--- src/rtl/color_slew.sv ---
// Per-frame colour slew limiter: latches band colours on FFT-done and walks the displayed word
// toward them one bounded step per update. Define COLOR_SLEW_SNAP_EN to jump straight to the target.
module color_slew #(
  parameter int NUM_BANDS = 7,
  parameter int STEP      = 1,
  parameter int FRAME_DIV = 1
) (
  input  logic                      clock,
  input  logic                      reset,
  input  logic [12*NUM_BANDS-1:0]   color_in,
  input  logic                      color_valid,
  input  logic                      freeze,
  input  logic                      vsync,
  output logic [12*NUM_BANDS-1:0]   color_out,
  output logic                      update_done,
  output logic                      busy
);

  localparam int W = 12 * NUM_BANDS;

  typedef enum logic [1:0] {
    S_IDLE,
    S_STEP,
    S_COMMIT
  } state_t;

  state_t         state_q, state_d;
  logic           vsync_q, vsync_prev_q;
  logic [7:0]     frame_cnt_q, frame_cnt_d;
  logic [W-1:0]   target_q, target_d;
  logic [W-1:0]   pending_q, pending_d;
  logic           pend_vld_q, pend_vld_d;
  logic [W-1:0]   color_out_q, color_out_d;
  logic           update_done_q, update_done_d;

  logic           tick;
  logic           upd_req;
  logic           capture;

  // A tick is a 1->0 transition between two registered vsync samples.
  assign tick    = vsync_prev_q & ~vsync_q;
  assign capture = color_valid & ~freeze;

  always_comb begin
    frame_cnt_d = frame_cnt_q;
    upd_req     = 1'b0;
    if (tick) begin
      if (frame_cnt_q == 8'(FRAME_DIV - 1)) begin
        frame_cnt_d = 8'd0;
        upd_req     = 1'b1;
      end else begin
        frame_cnt_d = frame_cnt_q + 8'd1;
      end
    end
  end

`ifndef COLOR_SLEW_SNAP_EN
  localparam int N  = 3 * NUM_BANDS;
  localparam int IW = (N > 1) ? $clog2(N) : 1;
  localparam int BW = $clog2(W);

  logic [W-1:0]   working_q, working_d;
  logic [IW-1:0]  idx_q, idx_d;
  logic [BW-1:0]  base;
  logic [3:0]     cur_nib, tgt_nib, new_nib, diff;

  assign base    = BW'({idx_q, 2'b00});
  assign cur_nib = working_q[base +: 4];
  assign tgt_nib = target_q[base +: 4];

  // Step limited so the nibble lands exactly on the target rather than overshooting.
  always_comb begin
    new_nib = cur_nib;
    diff    = 4'd0;
    if (cur_nib < tgt_nib) begin
      diff    = tgt_nib - cur_nib;
      new_nib = (diff > 4'(STEP)) ? cur_nib + 4'(STEP) : tgt_nib;
    end else if (cur_nib > tgt_nib) begin
      diff    = cur_nib - tgt_nib;
      new_nib = (diff > 4'(STEP)) ? cur_nib - 4'(STEP) : tgt_nib;
    end
  end
`endif

  always_comb begin
    state_d       = state_q;
    target_d      = target_q;
    pending_d     = pending_q;
    pend_vld_d    = pend_vld_q;
    color_out_d   = color_out_q;
    update_done_d = 1'b0;
`ifndef COLOR_SLEW_SNAP_EN
    working_d     = working_q;
    idx_d         = idx_q;
`endif
    case (state_q)
      S_IDLE: begin
        if (capture) target_d = color_in;
        if (upd_req) begin
`ifdef COLOR_SLEW_SNAP_EN
          state_d   = S_COMMIT;
`else
          working_d = color_out_q;
          idx_d     = '0;
          state_d   = S_STEP;
`endif
        end
      end
      S_STEP: begin
`ifndef COLOR_SLEW_SNAP_EN
        working_d[base +: 4] = new_nib;
        if (idx_q == IW'(N - 1)) state_d = S_COMMIT;
        else                     idx_d   = idx_q + 1'b1;
`else
        state_d = S_IDLE;
`endif
        if (capture) begin
          pending_d  = color_in;
          pend_vld_d = 1'b1;
        end
      end
      S_COMMIT: begin
`ifdef COLOR_SLEW_SNAP_EN
        color_out_d   = target_q;
`else
        color_out_d   = working_q;
`endif
        update_done_d = 1'b1;
        state_d       = S_IDLE;
        // A pulse arriving in this very cycle is newer than anything pending.
        if (capture) begin
          target_d   = color_in;
          pend_vld_d = 1'b0;
        end else if (pend_vld_q) begin
          target_d   = pending_q;
          pend_vld_d = 1'b0;
        end
      end
      default: state_d = S_IDLE;
    endcase
  end

  always_ff @(posedge clock or negedge reset) begin
    if (!reset) begin
      state_q       <= S_IDLE;
      vsync_q       <= 1'b1;
      vsync_prev_q  <= 1'b1;
      frame_cnt_q   <= 8'd0;
      target_q      <= '0;
      pending_q     <= '0;
      pend_vld_q    <= 1'b0;
      color_out_q   <= '0;
      update_done_q <= 1'b0;
    end else begin
      state_q       <= state_d;
      vsync_q       <= vsync;
      vsync_prev_q  <= vsync_q;
      frame_cnt_q   <= frame_cnt_d;
      target_q      <= target_d;
      pending_q     <= pending_d;
      pend_vld_q    <= pend_vld_d;
      color_out_q   <= color_out_d;
      update_done_q <= update_done_d;
    end
  end

`ifndef COLOR_SLEW_SNAP_EN
  always_ff @(posedge clock or negedge reset) begin
    if (!reset) begin
      working_q <= '0;
      idx_q     <= '0;
    end else begin
      working_q <= working_d;
      idx_q     <= idx_d;
    end
  end
`endif

  assign color_out   = color_out_q;
  assign update_done = update_done_q;
  assign busy        = (state_q != S_IDLE);

endmodule

--- config.mk ---
export PLATFORM = sky130hd
export DESIGN_NAME = color_slew
export DESIGN_NICKNAME = d
export VERILOG_FILES = /design/src/rtl/color_slew.sv
export SDC_FILE = /design/constraint.sdc
export NUM_CORES = 1
export LEC_CHECK = 0
export ABC_AREA = 1
export BUFFER_PORTS_ARGS = -buffer_cell sky130_fd_sc_hd__buf_4
export CORE_UTILIZATION = 55
export DETAILED_ROUTE_END_ITERATION = 8
export PLACE_DENSITY = 0.75
export SYNTH_ARGS = -nofsm -noshare
export SYNTH_HDL_FRONTEND = slang
export SYNTH_SLANG_ARGS = --single-unit
export TNS_END_PERCENT = 10
--- constraint.sdc ---
create_clock -name clock -period 9.29 [get_ports clock]
set_clock_uncertainty 0.15 [all_clocks]
set_input_delay 2.787 -clock clock [delete_from_list [all_inputs] [get_ports clock]]
set_output_delay 2.787 -clock clock [all_outputs]
set_load 0.03 [all_outputs]
==> results of run 1 <==
[area by class of cell]
type                            instances  share of cell area [%]
Timing Repair Buffer                  190                    7.17
Inverter                              237                    4.39
Multi-Input combinational cell       1449                    36.5
Tap cell                              402                    2.47
Clock inverter                         15                   0.510
Clock buffer                           55                    5.23
Sequential cell                       355                    43.7
[cells in the mapped netlist (3+ instances only)]
library cell / instances
nand2_1: 492
dfrtp_1: 353
inv_1: 224
o21ai_0: 182
nand3_1: 170
nor2_1: 164
a21oi_1: 140
clkbuf_1: 80
o211ai_1: 57
a31oi_1: 51
mux2_2: 45
o21ai_1: 22
nand4_1: 20
ha_1: 16
a22oi_1: 14
buf_2: 14
nor2_2: 11
buf_1: 10
inv_2: 10
buf_6: 9
nor3_1: 7
o221ai_1: 7
buf_4: 6
nand2_2: 6
xor2_1: 5
nor3_4: 4
xnor2_1: 4
o22ai_1: 3
o311ai_0: 3
[path summary, 6_finish.rpt]
check	start	endpoint	slack, ns	depth (start not counted)
setup / recovery	idx_q[0]	working_q[60]	3.94	20
hold / removal	vsync_q	vsync_prev_q	0.22	0
setup reg to reg	idx_q[0]	working_q[60]	3.94	20
hold reg to reg	vsync_q	vsync_prev_q	0.22	0
max in group asynchronous	reset	target_q[0]	5.38	2
min in group asynchronous	reset	frame_cnt_q[0]	2.10	1
[registers in the layout, summed over array words and instances (netlist names), 2 cells and up]
signal	cells
color_out	84
pending_q	84
target_q	84
working_q	84
frame_cnt_q	8
idx_q	5
state_q	2
[worst register-to-register path: stages (launching register included)]
cell and delay, ns:
dfrtp_2 0.37, buf_4 0.38, buf_4 0.67, nor2_1 0.22, nand2_4 0.18, inv_2 0.06, nand2_1 0.06, nand2_1 0.05
nor2_1 0.17, nor2_1 0.10, ha_1 0.22, fa_1 0.54, a21boi_0 0.16, o21ai_0 0.10, nor2_1 0.31, inv_1 0.15
o21ai_2 0.19, nand3_2 0.21, nor3_4 0.50, nand4_1 0.28, a21oi_1 0.20
[stage by stage]
stage	utilization, %	cells
floorplan	-	2161
global placement	60.6	2633
detailed placement	60.6	2633
CTS	64.3	2703
global route	64.3	2703
finish	64.3	2703
[kinds of logic (layout without fill, tap and decap cells)]
logic type      after synthesis  in the layout  synth area share [%]
mux                          45             45                  2.86
buf+inv                     357            497                  8.20
simple gates                890            890                  21.4
flops                       355            355                  50.1
compound gates              487            487                  15.6
fa+ha+maj                    18             18                  1.35
xor+xnor                      9              9                 0.444
[per-layer routing]
metal	vias to the layer above	share of wire [%]	GRT usage (%)
li1	7377	-	-
met1	7585	41	42.9
met2	746	47	52.0
met3	181	6.8	3.83
met4	0	5.0	16.3
met5	-	0	0
[power by group through the flow]
stage	Combinational [mW]	Sequential (mW)	Clock, mW
after floorplan	2.90	2.73	0
after global placement	4.37	2.62	0
after detailed placement	4.42	2.65	0
after CTS	4.45	2.63	1.45
after global routing	4.94	2.70	1.52
final	4.56	2.64	1.44
==> qor.csv, run 1 <==
metric;value;unit
Initial DRT Pass Iterations;6;
Post-synth ARST share;100;%
postcts setup bufs;0;
Critical Path, Cell by Cell;buf_4, buf_4, nor2_1, nand2_4, inv_2, nand2_1, nand2_1, nor2_1, nor2_1, ha_1, fa_1, a21boi_0, o21ai_0, nor2_1, inv_1, o21ai_2, nand3_2, nor3_4, nand4_1, a21oi_1;
CP Max Fanout;59;
Unique masters post-synth;49;
Int Pwr;4.33;mW
most common cell after layout, fill and taps aside;nand2_1;
commonest non-fill, non-tap cells in the layout;nand2_1 (490), dfrtp_1 (352), inv_1 (222), buf_4 (187), o21ai_0 (182);
Switching Fraction;49.9;%
area grow syn2layout;14.7;%
CTS buffer count;38;
CP startpoint kind;flip-flop;
crit-path max cell delay;0.66;ns
GR Overflow Total;0;
Leak;9.96;nW
largest net degree at the start of global routing;181;
Longest Clk Path Bufs;3;
clock root cell;clkbuf_16;
CP endpoint kind;flip-flop;
worst setup path class;reg -> reg;
# port buffers;174;
DRC errors left;0;
Synth Cell Area;0.0177;mm²
sequential power share;30.6;%
HP Class;reg -> reg;
H-Tree Depth;2;
Setup TNS;0;ns
Final Power;8.64;mW
final hold vios;0;
CTS tree;done;
Post-synth EDFFs;0;
synthesized area per cell;8.21;µm²
ant diodes;0;
area share of the largest cell type after synthesis;49.8;%
initial antenna violation count;0;
area post-placement;0.0192;mm²
Reg area;0.00889;mm²
Most common cell on crit path;nor2_1;
Via density;5.88;
Buf/Inv on CP;4;
Synth Instances;2161;
area of the die;0.0330;mm²
Detailed Place HPWL;35.9;mm
Worst Hold Slack;0.220;ns
Synthesized Nets;2268;
Die W;182;µm
Pwr Density;425;mW/mm²
Vias;15900;
CTS clk-pin slew, worst paths;0.06;ns
Final min period;5.35;ns
pre-CTS setup slack;3.77;ns
gpl congestion;0.970;
DR WL/cell;19.3;µm
register area share after synthesis;50.1;%
final wirelength;52.2;mm
Clock power frac;16.6;%
largest cells by area after synthesis;dfrtp_1 (50%), nand2_1 (10%), o21ai_0 (5.1%), nand3_1 (4.8%), inv_1 (4.7%);
status;complete, no violations;
Comb power frac;52.8;%
worst ir drop on vdd;0.376;mV
area leader, netlist;dfrtp_1;
global-route wire length before repair;83.3;mm
worst-skew pair later-pin latency;0.55;ns
Cell Rows;65;
Post-synth top flop;dfrtp_1;
ANT nets after route;0;
RSZ-0062 raised after global routing;false;
endpoints failing setup;0;
fin. max-slew vios;0;
Fmax;0.187;GHz
Core Box Area;0.0316;mm²
Post-CTS Resized;0;
Critical Path AT;5.65;ns
NetSw;4.31;mW
die height;182;µm
initial core utilization;56.1;%
Least-Margin Pin Slew;1.19;ns
Synth Register Bits;355;
GRT Util Overall;32.1;%
Yosys Warn Count;0;
First DRT Iteration DRCs;1744;
clock sink count;355;
Final WS setup;3.94;ns
Top Ports;175;
delay-heaviest family, CP;simple AND/OR/NAND/NOR gates;
design area;0.0203;mm²
vias in the first global route;15500;
Fillers;2690;
period utilisation layout;57.6;%
layout cells sized above 1;15.3;%
Maximum Capacitance Violations;0;
Slowest cell on crit path;buf_4;
Post-layout nets;2378;
Rel. slew slack;21.0;%
Multi-input gate area;0.00743;mm²
Req. time, crit path;9.59;ns
Hold Buf Count CTS;0;
No activity file was read; power rests on OpenSTA's default activity.
==> inputs of run 2 (changes only) <==
- CORE_UTILIZATION: 55 -> 54
- PLACE_DENSITY: 0.75 -> 0.77
- clock period: 9.29 -> 4.6 ns (I/O delays scaled with it)
==> run 2 against run 1 <==
Effect of this change:
- critical endpoint is now working_q[13]
- flip-flop and latch count is the same
- setup slack lost 3.7 ns
- highest routed layer unchanged
- sequential share of layout area shrank 1.3 points
- largest power group unchanged
- largest cell class unchanged
- first-iteration DRC count shrank 6.8%
==> qor.csv, run 2 (synthesized netlist as in run 1, its figures left out) <==
metric;value;unit
period utilisation layout;95.6;%
# port buffers;174;
crit-path max cell delay;0.53;ns
CTS clk-pin slew, worst paths;0.06;ns
fin. max-slew vios;0;
initial antenna violation count;1;
cell count after placement;2694;
Final WS setup;0.203;ns
ANT nets after route;0;
CP endpoint kind;flip-flop;
area post-placement;0.0195;mm²
Leak;10.3;nW
worst-skew pair later-pin latency;0.54;ns
Via density;5.77;
Die W;183;µm
CP startpoint kind;flip-flop;
GRT Util Overall;32.3;%
Rel. slew slack;30.1;%
Buf/Inv on CP;3;
endpoints failing setup;0;
most common cell after layout, fill and taps aside;nand2_1;
RSZ-0062 raised after global routing;true;
final wirelength;53.1;mm
GR Overflow Total;0;
Hold Buf Count CTS;0;
Req. time, crit path;4.90;ns
worst ir drop on vdd;0.725;mV
Core Box Area;0.0320;mm²
Cell Rows;65;
gpl congestion;0.965;
CTS buffer count;40;
clock root cell;clkbuf_16;
Pwr Density;889;mW/mm²
final core utilization;65.5;%
Least-Margin Pin Slew;1.05;ns
Longest Clk Path Bufs;3;
design area;0.0209;mm²
DR WL/cell;19.2;µm
final std cells w/o fill;2767;
die height;183;µm
vias in the first global route;15400;
worst setup path class;reg -> reg;
Detailed Place HPWL;37.8;mm
Most common cell on crit path;nand3_1;
Multi-input gate area;0.00747;mm²
Post-layout nets;2413;
Final min period;4.40;ns
CP startpoint;idx_q[0];
Critical Path AT;4.70;ns
H-Tree Depth;2;
Vias;16000;
pre-CTS setup slack;0.149;ns
DRC errors left;0;
ant diodes;0;
status;complete, no violations;
initial core utilization;55.5;%
HP Class;reg -> reg;
Top Ports;175;
reg-to-reg startpoint;idx_q[0];
Setup TNS;0;ns
Slowest cell on crit path;fa_1;
commonest non-fill, non-tap cells in the layout;nand2_1 (490), dfrtp_1 (352), inv_1 (222), buf_4 (209), o21ai_0 (182);
layout cells sized above 1;16.9;%
Initial DRT Pass Iterations;6;
clock sink count;355;
final hold vios;0;
global-route wire length before repair;84.4;mm
delay-heaviest family, CP;simple AND/OR/NAND/NOR gates;
Worst Hold Slack;0.214;ns
Critical Path, Cell by Cell;clkinv_2, buf_12, nand2_1, nand3_1, nand3_1, nand3_1, nor2_1, nor2_1, ha_1, fa_1, a21boi_0, o21ai_0, nor2_1, inv_1, a21oi_1, o21ai_1, nand2_2, nand3_2, nor2_4, nand3_1, a21oi_1;
area grow syn2layout;18.1;%
Final Power;18.6;mW
area of the die;0.0336;mm²
largest net degree at the start of global routing;103;
CP Max Fanout;19;
worst hold start;vsync_q;
Fillers;2686;
Reg area;0.00889;mm²
CTS tree;done;
Maximum Capacitance Violations;0;
First DRT Iteration DRCs;1625;
Fmax;0.227;GHz
run 2: cell types whose count changed in the layout (fill, tap and decap cells not counted), moves of 3 or more:
cell | before | now
clkinvlp_4 | 4 | 0
buf_4 | 187 | 209
clkbuf_8 | 5 | 11
nor2_2 | 11 | 8
clkbuf_16 | 38 | 41
buf_12 | 2 | 12
nor2_4 | 3 | 7
clkbuf_1 | 12 | 4
run 2: routing by layer:
metal  vias up  share of wire [%]  global-route usage, %
met3       156                9.0                   7.03
met2       759                 46                   50.8
met5         -                  0                      0
met4         0                4.1                   12.9
met1      7619                 41                   43.6
li1       7438                  -                      -
run 2: timing repair:
item	CTS	global route
setup buffers	0	5
resized for setup	0	10
endpoints found under the setup margin	0	53
run 2: path summary, 6_finish.rpt:
kind                       slack (ns)  cells after the start        endpoint
max in group asynchronous        2.61                      2    target_q[65]
max                              0.20                     21   working_q[13]
max reg2reg                      0.20                     21   working_q[13]
min in group asynchronous        0.77                      1  frame_cnt_q[7]
min reg2reg                      0.21                      0    vsync_prev_q
min                              0.21                      0    vsync_prev_q
run 2: layout make-up:
cell class / count / area share, %
timing repair buffer: 223 / 8.76
inverter: 237 / 4.27
multi-input combinational: 1449 / 35.7
sequential: 355 / 42.4
clock inverter: 12 / 0.597
clock buffer: 56 / 5.69
tap: 435 / 2.60
run 2: worst reg2reg max path, cell delays in order, from the launching register on:
cell      delay (ns)
dfrtp_2         0.37
clkinv_2        0.23
buf_12          0.26
nand2_1         0.07
nand3_1         0.07
nand3_1         0.14
nand3_1         0.18
nor2_1          0.14
nor2_1          0.09
ha_1            0.22
fa_1            0.53
a21boi_0        0.15
o21ai_0         0.10
nor2_1          0.19
inv_1           0.12
a21oi_1         0.16
o21ai_1         0.16
nand2_2         0.18
nand3_2         0.16
nor2_4          0.34
nand3_1         0.14
a21oi_1         0.19
run 2: where the power goes:
part | internal [mW] | switching [mW]
clock network | 1.92 | 1.26
registers | 4.43 | 0.967
logic | 3.27 | 6.77
total | 9.62 | 9.00
